<file path="config.mk">
export PLATFORM = sky130hd
export DESIGN_NAME = sequence_player
export DESIGN_NICKNAME = d
export VERILOG_FILES = /design/src/rtl/sequence_player_pkg.sv /design/src/rtl/sequence_player_lfsr16.sv /design/src/rtl/sequence_player.sv
export SDC_FILE = /design/constraint.sdc
export NUM_CORES = 1
export LEC_CHECK = 0
export CAP_MARGIN = 0
export CORE_MARGIN = 5
export CORE_UTILIZATION = 55
export DETAILED_ROUTE_END_ITERATION = 12
export GPL_TIMING_DRIVEN = 0
export PLACE_DENSITY = 0.86
export SYNTH_ARGS = -nofsm -noshare
export SYNTH_HDL_FRONTEND = slang
export SYNTH_SLANG_ARGS = --single-unit
</file>
<file path="constraint.sdc">
create_clock -name clock -period 7.25 [get_ports clock]
set_input_delay 1.45 -clock clock [delete_from_list [all_inputs] [get_ports clock]]
set_output_delay 1.45 -clock clock [all_outputs]
set_load 0.005 [all_outputs]
</file>
<file path="src/rtl/sequence_player_pkg.sv">
// sequence_player_pkg: shared FSM states, colour constants, LFSR taps and one-hot helper
package sequence_player_pkg;
  typedef enum logic [2:0] {IDLE, ARM, WAIT, ON, OFF} state_t;
  localparam int NUM_COLOURS = 4;
  localparam logic [15:0] DEFAULT_SEED = 16'hACE1;
  // taps 16,14,13,11 expressed as a mask on a right-shifting register
  localparam logic [15:0] LFSR_TAPS = 16'h002D;
  function automatic logic [NUM_COLOURS-1:0] onehot(input logic [1:0] c);
    return NUM_COLOURS'(1) << c;
  endfunction
endpackage

</file>
<file path="src/rtl/sequence_player_lfsr16.sv">
// lfsr16: free-running 16-bit Fibonacci LFSR, reloaded with SEED while reset is high
module lfsr16 import sequence_player_pkg::*; #(
  parameter logic [15:0] SEED = DEFAULT_SEED
) (
  input  logic        clock,
  input  logic        reset,
  output logic [15:0] state
);
  always_ff @(posedge clock)
    state <= reset ? SEED : {^(state & LFSR_TAPS), state[15:1]};
endmodule

</file>
<file path="src/rtl/sequence_player.sv">
// sequence_player: stores the random colour sequence and plays it on the LEDs, one phase per divider tick
module sequence_player import sequence_player_pkg::*; #(
  parameter int          MAX_LEN   = 32,
  parameter logic [15:0] LFSR_SEED = DEFAULT_SEED,
  parameter int          LW        = $clog2(MAX_LEN + 1)
) (
  input  logic                   clock,
  input  logic                   reset,
  input  logic                   new_game,
  input  logic                   add_step,
  input  logic                   play,
  input  logic                   tick,
  output logic                   rd_start,
  output logic [NUM_COLOURS-1:0] led,
  output logic                   busy,
  output logic                   done,
  output logic                   full,
  output logic [LW-1:0]          length,
  input  logic [LW-1:0]          rd_addr,
  output logic [1:0]             rd_data
);
  localparam int AW = $clog2(MAX_LEN);
  state_t        state;
  logic [15:0]   lfsr;
  logic [1:0]    colour;
  logic [1:0]    mem [MAX_LEN];
  logic [LW-1:0] index;
  logic [LW-1:0] next_index;
  logic          accept_new;
  logic          accept_add;
  logic          unused_lfsr;
  lfsr16 #(.SEED(LFSR_SEED)) u_lfsr (.clock(clock), .reset(reset), .state(lfsr));
  assign colour      = lfsr[1:0];
  assign unused_lfsr = ^lfsr[15:2];
  assign full        = length == LW'(MAX_LEN);
  assign busy        = state != IDLE;
  assign next_index  = index + 1'b1;
  assign accept_new  = !reset && state == IDLE && new_game;
  assign accept_add  = !reset && state == IDLE && !new_game && add_step && !full;
  // reads beyond the stored length return zero so the checker never sees X
  assign rd_data     = rd_addr < length ? mem[rd_addr[AW-1:0]] : 2'b00;
  always_ff @(posedge clock)
    if (accept_new) mem[0] <= colour;
    else if (accept_add) mem[length[AW-1:0]] <= colour;
  always_ff @(posedge clock) begin
    if (reset) begin
      state    <= IDLE;
      length   <= '0;
      index    <= '0;
      led      <= '0;
      rd_start <= 1'b0;
      done     <= 1'b0;
    end else begin
      rd_start <= 1'b0;
      done     <= 1'b0;
      case (state)
        IDLE:
          if (new_game) length <= LW'(1);
          else if (add_step) length <= full ? length : length + 1'b1;
          else if (play && length != '0) begin
            index    <= '0;
            rd_start <= 1'b1;
            state    <= ARM;
          end
        ARM: state <= WAIT;
        WAIT:
          if (tick) begin
            led   <= onehot(mem[index[AW-1:0]]);
            state <= ON;
          end
        ON:
          if (tick) begin
            led   <= '0;
            state <= OFF;
          end
        OFF:
          if (tick) begin
            if (index == length - 1'b1) begin
              done  <= 1'b1;
              state <= IDLE;
            end else begin
              index <= next_index;
              led   <= onehot(mem[next_index[AW-1:0]]);
              state <= ON;
            end
          end
        default: state <= IDLE;
      endcase
    end
  end
endmodule

</file>
==> results.tsv, run 1 <==
metric	value	unit
Post-Syn Nets	457	
crit-path cells	clkdlybuf4s50_1 > clkbuf_1 > buf_2 > mux4_2 > mux4_2 > a21oi_1 > nor2b_1 > clkdlybuf4s50_1	
Cell Rows	36	
Cells after Synth	436	
Fin. Hold Viols	0	
first-pass GRT wire length	22200	um
clock buffer depth	2	
worst-path fanout max	10	
Slew headroom	25.8	%
dpl hpwl	9850	um
number of max-cap violations	0	
vias in the first global route	4052	
WP buf/inv	4	
Min Hold Slack	420	ps
synthesized flop and latch total	106	
Skew-Pair Late Insertion Delay	390	ps
Slew @ Worst Pin	1110	ps
met1 WL	5200	um
largest net degree at the start of global routing	34	
n_diodes	0	
die area	12300	um^2
min-delay src	u_lfsr.state[8]$_SDFF_PP0_	
adder-cell area share of the yosys netlist	2.01	%
routed length per placed instance	22.2	um
Final TNS setup	0	ps
Worst Path Required	5800	ps
vias per cell	6.53	
clk slew on worst S/H paths	110	ps
cts hold-fix bufs	0	
mux contribution to synthesized area	24.4	%
Power Dens Cells	177	nW/um^2
cts repair resizes	0	
R2R Path Start	index[1]$_SDFFE_PP0P_	
Core Area	9860	um^2
DRC Markers	0	
Ys Warns	0	
starting density of the core	56.7	%
proportion of layout cells with a drive suffix above 1	19.5	%
Data arrival, critical path	4630	ps
Highest Clock Rate	0.164	GHz
Die W	111	um
Mapped Area	5600	um^2
largest family of logic cells by synthesized area	multiplexers	
post-synth cell types	47	
CTS Sinks	106	
Worst Hold Class	register to register	
Post-Syn Area per Cell	12.8	um^2
Yosys top cell area share	34.3	%
Crit path max-delay family	buffers and inverters	
Register Area	2760	um^2
Post-Synth XOR/XNOR Area	2.82	%
H-tree depth	3	
DRT iter0 DRCs	472	
sequential area share after synthesis	49.4	%
WHS Path Cells	1	
footprint of the multi-input gates	2660	um^2
maximum vdd drop	91.3	uV
WHS Endpoint	u_lfsr.state[7]$_SDFF_PP1_	
crit end category	output port	
Vias	3992	
postcts setup bufs	0	
Fill cells	733	
IO Count	28	
DR top layer	met4	
ranking of synthesized cells by area	edfxtp_1 (34%), mux4_2 (21%), dfxtp_1 (15%), nor2_1 (4.4%), mux2i_1 (3.0%)	
Main synth FF type	edfxtp_1	
routed wl met2	6690	um
PortBufs	26	
antenna violations before repair	0	
Final min period	6080	ps
clk root buf	clkbuf_8	
gpl congestion	0.932	
Crit Path Class	input port to output port	
Routed WL	13600	um
Setup crit start kind	input port	
reg2reg end	led[1]$_SDFFE_PP0P_	
Overflow after GRT	0	
Slew Limit Fails	0	
Crit path largest cell delay	570	ps
period utilization	83.9	%
status	finished clean	
leading area contributor after synthesis	edfxtp_1	
Final ANT Viol Nets	0	
Leak Pwr	2.06	nW
number of synthesized flops with an enable pin	64	
post-synthesis compound-gate area fraction	5.68	%
P&R area growth vs syn	11.1	%
# setup viols final	0	
DRT Pass-1 Iters	5	
RSZ-0062 raised after global routing	no	
Layout Nets	494	
Async S/R FF share, synth	0	%
TritonCTS clock tree	done	
r2r setup slk	4080	ps
Layout Skew	10.6	ps
Total GRT Usage	22.9	%
FF-to-FF path depth	9	
met3 wire length	1240	um
CP max stage cell	mux4_2	
CTS buffer count	9	
Die Y	111	um
simple-gate area share of the yosys netlist	12.7	%
==> kinds of logic after synthesis <==
kind of cell             Yosys count
AND/OR/NAND/NOR                  149
flip-flops                       106
multiplexers                      71
AO/OA/AOI/OAI                     45
buffers and inverters             38
adder cells (fa/ha/maj)            9
XOR/XNOR                          18
==> per-stage QoR <==
step | setup slack [ps] | power [mW] | cells | utilization, % | area (um^2)
after detailed placement | 1130 | 0.748 | 595 | 61.1 | 6020
after floorplan | 2520 | 0.718 | 436 | - | 5600
after global placement | 1170 | 0.745 | 595 | 61.1 | 6020
after global routing | 991 | 1.14 | 611 | 63.0 | 6220
final | 1170 | 1.10 | 611 | 63.0 | 6220
after CTS | 1140 | 1.11 | 611 | 63.0 | 6220
==> final cells by class <==
class	count	share of cell area (%)
Buffer	26	2.01
Clock buffer	10	2.21
Inverter	12	0.724
Tap cell	133	2.68
Multi-Input combinational cell	292	42.8
Sequential cell	106	44.4
Timing Repair Buffer	26	4.19
Clock inverter	6	0.906
==> flip-flops by register name, indices dropped and copies added (netlist names), named ones only <==
| signal | flops |
|---|---|
| mem | 64 |
| u_lfsr.state | 16 |
| index | 6 |
| length | 6 |
| led | 4 |
| state | 3 |
| done | 1 |
| rd_start | 1 |
==> where the power goes <==
part	switching (mW)	total (mW)	internal, mW	leakage (nW)
sequential	0.00832	0.653	0.645	0.902
clock	0.226	0.368	0.142	0.102
combinational	0.0420	0.0818	0.0398	1.05
==> cell usage after synthesis (3+ instances only) <==
library cell and count:
a211oi_1 4, a21o_1 5, a21oi_1 12, a2bb2oi_1 3, a31oi_1 6, and3_1 4
buf_1 4, buf_2 9, clkbuf_1 9, dfxtp_1 42, edfxtp_1 64, ha_1 9
inv_1 12, mux2i_1 17, mux4_2 52, nand2_1 17, nand2b_1 6, nand3_1 15
nor2_1 66, nor2b_1 14, nor3_1 8, or2_2 8, xnor2_1 7, xor2_1 11
==> per-layer routing <==
metal,up-vias,GRT usage [%]
li1,1725,-
met1,1961,29.6
met2,260,37.3
met3,46,5.46
met4,0,9.69
met5,-,0
==> worst max path at each step <==
stage | endpoint | from | depth (start not counted) | slack (ps)
4_1_cts | rd_data[0] | rd_addr[1] | 8 | 1140
3_3_place_gp | rd_data[0] | rd_addr[1] | 8 | 1170
2_1_floorplan | rd_data[1] | rd_addr[1] | 6 | 2520
3_5_place_dp | rd_data[0] | rd_addr[1] | 8 | 1130
6_report | rd_data[1] | rd_addr[1] | 8 | 1170
5_1_grt | rd_data[0] | rd_addr[1] | 8 | 990
==> layout by cell type, fill, tap and decap left out, types with 4 or more instances in the layout <==
cell / instances
buf_1: 4
nor3_1: 8
mux4_2: 52
a211oi_1: 4
nand3_1: 15
nand2b_1: 6
clkbuf_1: 9
xnor2_1: 7
nor2b_1: 14
nand2_1: 17
edfxtp_1: 64
inv_1: 12
a31oi_1: 6
or2_2: 8
xor2_1: 11
clkbuf_8: 10
dfxtp_1: 42
a21oi_1: 12
mux2i_1: 17
ha_1: 9
buf_2: 9
nor2_1: 66
and3_1: 4
a21o_1: 5
clkdlybuf4s50_1: 26
Power figures use the tool's default switching activity.
==> run 2, diff against run 1 <==
--- a/config.mk
+++ b/config.mk
@@ -10,7 +10,7 @@
 export CORE_UTILIZATION = 55
 export DETAILED_ROUTE_END_ITERATION = 12
 export GPL_TIMING_DRIVEN = 0
-export PLACE_DENSITY = 0.86
+export PLACE_DENSITY = 0.89
 export SYNTH_ARGS = -nofsm -noshare
 export SYNTH_HDL_FRONTEND = slang
 export SYNTH_SLANG_ARGS = --single-unit
==> constraint.sdc (replaced) <==
create_clock -name clock -period 5.33 [get_ports clock]
set_input_delay 1.066 -clock clock [delete_from_list [all_inputs] [get_ports clock]]
set_output_delay 1.066 -clock clock [all_outputs]
set_load 0.005 [all_outputs]
==> run 2 against run 1 <==
Setup slack worse by 1000 ps; core utilization hardly changed; sequential power up 36%; combinational power is 38% higher; largest cell class unchanged; critical endpoint is now rd_data[0]; register-to-register slack got worse by 2000 ps; clock power grew 30%.
==> results.tsv, run 2 (synthesis results as in run 1) <==
metric	value	unit
Worst Hold Class	register to register	
Power Dens Cells	238	nW/um^2
Final ANT Viol Nets	0	
Net Sw Frac	24.7	%
crit end category	output port	
die area	12300	um^2
proportion of layout cells with a drive suffix above 1	19.7	%
Die Y	111	um
Sequential Power Share	60.1	%
Total GRT Usage	22.6	%
Slew Limit Fails	0	
Non-Filler Instances	611	
IO Count	28	
clk slew on worst S/H paths	110	ps
Setup crit start kind	input port	
RSZ-0062 raised after global routing	no	
Fill cells	681	
vias per cell	6.58	
WHS Path Cells	1	
status	finished clean	
vias in the first global route	4018	
routed length per placed instance	22.3	um
worst-path fanout max	10	
gpl congestion	0.925	
R2R Path Start	index[0]$_SDFFE_PP0P_	
commonest non-fill, non-tap cell in the layout	nor2_1	
clock buffer depth	2	
P&R area growth vs syn	11.2	%
cts hold-fix bufs	0	
largest registers	mem x64, u_lfsr.state x16	
clk root buf	clkbuf_8	
starting density of the core	56.7	%
Internal	1.11	mW
Highest Clock Rate	0.194	GHz
n_diodes	0	
Placed Cells	595	
Skew-Pair Late Insertion Delay	370	ps
Die W	111	um
Vias	4021	
Crit Path Class	input port to output port	
Slew headroom	24.4	%
Leak Pwr	2.06	nW
WHS Endpoint	u_lfsr.state[6]$_SDFF_PP1_	
Comb power frac	7.7	%
period utilization	96.8	%
FF-to-FF path depth	9	
max reg flops	64	
Final min period	5160	ps
Reg with most FFs	mem	
first-pass GRT wire length	21900	um
reg2reg end	led[3]$_SDFFE_PP0P_	
Routed WL	13600	um
Core Area	9860	um^2
Clk pwr share	32.2	%
number of max-cap violations	0	
largest net degree at the start of global routing	34	
most frequent cells in the layout	nor2_1 (66), edfxtp_1 (64), mux4_2 (52)	
Cell Rows	36	
H-tree depth	3	
Min Hold Slack	428	ps
dpl hpwl	9710	um
r2r setup slk	2120	ps
# setup viols final	0	
PortBufs	26	
Data arrival, critical path	4090	ps
Overflow after GRT	0	
DRT Pass-1 Iters	7	
Fin. Hold Viols	0	
maximum vdd drop	142	uV
min-delay src	u_lfsr.state[7]$_SDFF_PP1_	
Worst Path Required	4260	ps
CTS buffer count	9	
TritonCTS clock tree	done	
Slew @ Worst Pin	1130	ps
DRC Markers	0	
Layout Skew	14.6	ps
Layout Nets	494	
CTS Sinks	106	
DRT iter0 DRCs	537	
switching pwr	0.365	mW
antenna violations before repair	0	
==> run 2: cell count changes in the layout (fill, tap and decap cells not counted), sizes merged <==
cell / change
clkinv: +1
clkbuf: -1
==> run 2: worst max-delay path by stage <==
stage	startpoint	end	slack (ps)	cells past startpoint
after detailed placement	rd_addr[1]	rd_data[0]	-60	8
after global placement	rd_addr[1]	rd_data[0]	-30	8
after CTS	rd_addr[1]	rd_data[0]	160	8
final	rd_addr[1]	rd_data[0]	170	8
after global routing	rd_addr[1]	rd_data[0]	70	8
after floorplan	rd_addr[1]	rd_data[1]	1370	6
==> run 2: layer usage <==
metal | global-route usage (%) | up-vias | routed length (um)
li1 | - | 1723 | -
met1 | 28.5 | 1956 | 5020
met2 | 37.3 | 288 | 6520
met3 | 6.00 | 54 | 1530
met4 | 8.78 | 0 | 567
met5 | 0 | - | 0
==> run 2: what timing repair did <==
item / 4_1_cts / 5_1_grt
resized for setup: 1 / 0
setup endpoints to repair: 2 / 0
buffers inserted: 0 / 0
==> run 2: per-stage QoR <==
stage | setup slack (ps) | TNS (ps) | area [um^2] | power (mW) | utilization, %
4_1_cts | 160 | 0 | 6220 | 1.48 | 63.1
3_3_place_gp | -33.0 | -58.9 | 6020 | 1.01 | 61.1
6_report | 171 | 0 | 6220 | 1.48 | 63.1
2_1_floorplan | 1370 | 0 | 5600 | 0.976 | -
5_1_grt | 71.8 | 0 | 6220 | 1.53 | 63.1
3_5_place_dp | -62.0 | -62.0 | 6020 | 1.02 | 61.1
==> run 2: power by group through the flow <==
stage	Combinational (mW)	Clock, mW	Sequential [mW]
after floorplan	0.0736	0	0.903
after global placement	0.108	0	0.906
after detailed placement	0.111	0	0.908
after CTS	0.112	0.483	0.889
after global routing	0.122	0.516	0.891
final	0.113	0.477	0.889
==> run 2: worst max-delay path, cell delays in order <==
cell and delay, ps:
clkdlybuf4s50_1 500, clkbuf_2 310, buf_2 420, mux4_2 550, mux4_2 510, mux2i_1 210, nor2b_1 80, clkdlybuf4s50_1 450
==> run 2: layout make-up <==
class,instances,area (um^2),share of cell area (%)
inverter,12,45.0,0.724
multi-input combinational,292,2660,42.8
sequential,106,2760,44.4
clock buffer,9,124,1.99
timing repair buffer,26,260,4.18
buffer,26,126,2.03
tap,133,166,2.67
clock inverter,7,72.6,1.17
==> run 3, diff against run 2 <==
--- a/config.mk
+++ b/config.mk
@@ -6,6 +6,7 @@
 export NUM_CORES = 1
 export LEC_CHECK = 0
 export CAP_MARGIN = 0
+export CORE_ASPECT_RATIO = 0.7
 export CORE_MARGIN = 5
 export CORE_UTILIZATION = 55
 export DETAILED_ROUTE_END_ITERATION = 12
==> run 3 against run 2 <==
Global-route usage is 1.9 points higher; via count is 0.75% higher; worst hold slack worse by 20 ps; core utilization is 1.3 points higher; clock-buffer cell count stayed put; die area is 0.26% higher; non-clock buffer count stayed put; sequential power hardly changed; combinational power hardly changed; routed wire length is 3.9% higher; setup slack better by 73 ps; critical endpoint is now rd_data[1]; highest routed layer unchanged.
==> results.tsv, run 3 (synthesis results as in run 1) <==
metric	value	unit
H-tree depth	3	
Data arrival, critical path	4020	ps
met2 GRT Util	35.3	%
Slew Limit Fails	0	
Cell Rows	30	
clk slew on worst S/H paths	70	ps
Final TNS setup	0	ps
Vias	4051	
starting density of the core	57.1	%
Crit Path Class	input port to output port	
clk root buf	clkbuf_16	
gpl congestion	0.993	
Fin. Hold Viols	0	
Crit path max-delay family	buffers and inverters	
Comb power frac	6.8	%
switching pwr	0.381	mW
proportion of layout cells with a drive suffix above 1	19.7	%
post-placement setup slack	-13.8	ps
vias per cell	6.68	
PortBufs	26	
Leak Pwr	2.10	nW
largest registers	mem x64, u_lfsr.state x16	
die area	12300	um^2
Layout Nets	494	
Skew-Pair Late Insertion Delay	360	ps
Total Power	1.66	mW
Sequential Power Share	53.6	%
routed length per placed instance	23.4	um
Reg with most FFs	mem	
crit end category	output port	
CTS buffer count	9	
Total GRT Usage	24.5	%
postcts setup bufs	0	
period utilization	95.4	%
P&R area growth vs syn	12.7	%
status	finished clean	
Slew headroom	26.9	%
TritonCTS clock tree	done	
Clk pwr share	39.5	%
Routed WL	14200	um
worst-path fanout max	10	
maximum vdd drop	226	uV
most frequent cells in the layout	nor2_1 (66), edfxtp_1 (64), mux4_2 (52)	
CTS Sinks	106	
DRT iter0 DRCs	505	
largest net degree at the start of global routing	34	
dpl hpwl	10200	um
commonest non-fill, non-tap cell in the layout	nor2_1	
Top Usage Layer GRT	met2	
max reg flops	64	
Power Dens Cells	263	nW/um^2
WP buf/inv	4	
Setup crit start kind	input port	
cts hold-fix bufs	0	
clock buffer depth	2	
Crit path largest cell delay	590	ps
GR Util met1	33.4	%
Final Util	64.4	%
# setup viols final	0	
crit-path cells	clkdlybuf4s50_1 > clkbuf_2 > buf_2 > mux4_2 > mux4_2 > a21oi_1 > nor2b_1 > clkdlybuf4s50_1	
cts repair resizes	1	
n_diodes	0	
CP max stage cell	mux4_2	
DRT Pass-1 Iters	5	
first-pass GRT wire length	22200	um
vias in the first global route	3889	
Highest Clock Rate	0.197	GHz
Worst Path Required	4260	ps
Die Y	94.4	um
setup ws final	244	ps
antenna violations before repair	0	
Final ANT Viol Nets	0	
Worst Hold Class	register to register	
Final min period	5090	ps
post-route cell area	6310	um^2
RSZ-0062 raised after global routing	no	
Slew @ Worst Pin	1090	ps
Net Sw Frac	23.0	%
Die W	131	um
number of max-cap violations	0	
DRC Markers	0	
Core Area	9800	um^2
GR Util met3	11.4	%
Internal	1.28	mW
Layout Skew	11.9	ps
IO Count	28	
Overflow after GRT	0	
Area after DPL	6020	um^2
==> run 3: changes by cell type in the layout (fill, tap and decap cells not counted) <==
cell	previous run	this run
bufinv_8	0	1
clkbuf_8	9	0
inv_6	3	2
clkbuf_16	0	9
clkinv_8	2	0
clkinvlp_4	0	1
inv_4	0	1
clkinv_4	1	0
inv_8	0	1
==> run 3: path summary, 6_finish.rpt <==
| check | from | end | slack (ps) | cells past startpoint |
|---|---|---|---|---|
| setup / recovery | rd_addr[1] | rd_data[1] | 240 | 8 |
| hold / removal | u_lfsr.state[6]$_SDFF_PP1_ | u_lfsr.state[5]$_SDFF_PP1_ | 410 | 1 |
| setup reg to reg | index[1]$_SDFFE_PP0P_ | led[1]$_SDFFE_PP0P_ | 1990 | 9 |
| hold reg to reg | u_lfsr.state[6]$_SDFF_PP1_ | u_lfsr.state[5]$_SDFF_PP1_ | 410 | 1 |
==> run 3: through the flow <==
| stage | hold WS, ps | std cells |
|---|---|---|
| floorplan | 389 | 436 |
| global placement | 401 | 590 |
| detailed placement | 396 | 590 |
| CTS | 412 | 606 |
| global route | 423 | 606 |
| finish | 409 | 606 |
==> run 3: layer usage <==
metal  up-vias  part of all wire (%)
met5         -                     0
met4         0                   2.8
met3        39                    15
met2       321                    44
met1      1964                    38
li1       1727                     -
==> run 3: power groups by stage <==
stage	clock, mW	sequential (mW)	combinational, mW
detailed placement	0	0.908	0.110
global placement	0	0.907	0.107
finish	0.656	0.890	0.113
CTS	0.663	0.890	0.111
global route	0.704	0.891	0.122
floorplan	0	0.903	0.0736
==> run 3: final cells by class <==
cell class / count / area (um^2)
Clock inverter: 7 / 65.1
Buffer: 26 / 126
Clock buffer: 9 / 225
Inverter: 12 / 45.0
Timing Repair Buffer: 26 / 260
Multi-Input combinational cell: 292 / 2660
Tap cell: 128 / 160
Fill cell: 696 / 3490
Sequential cell: 106 / 2760
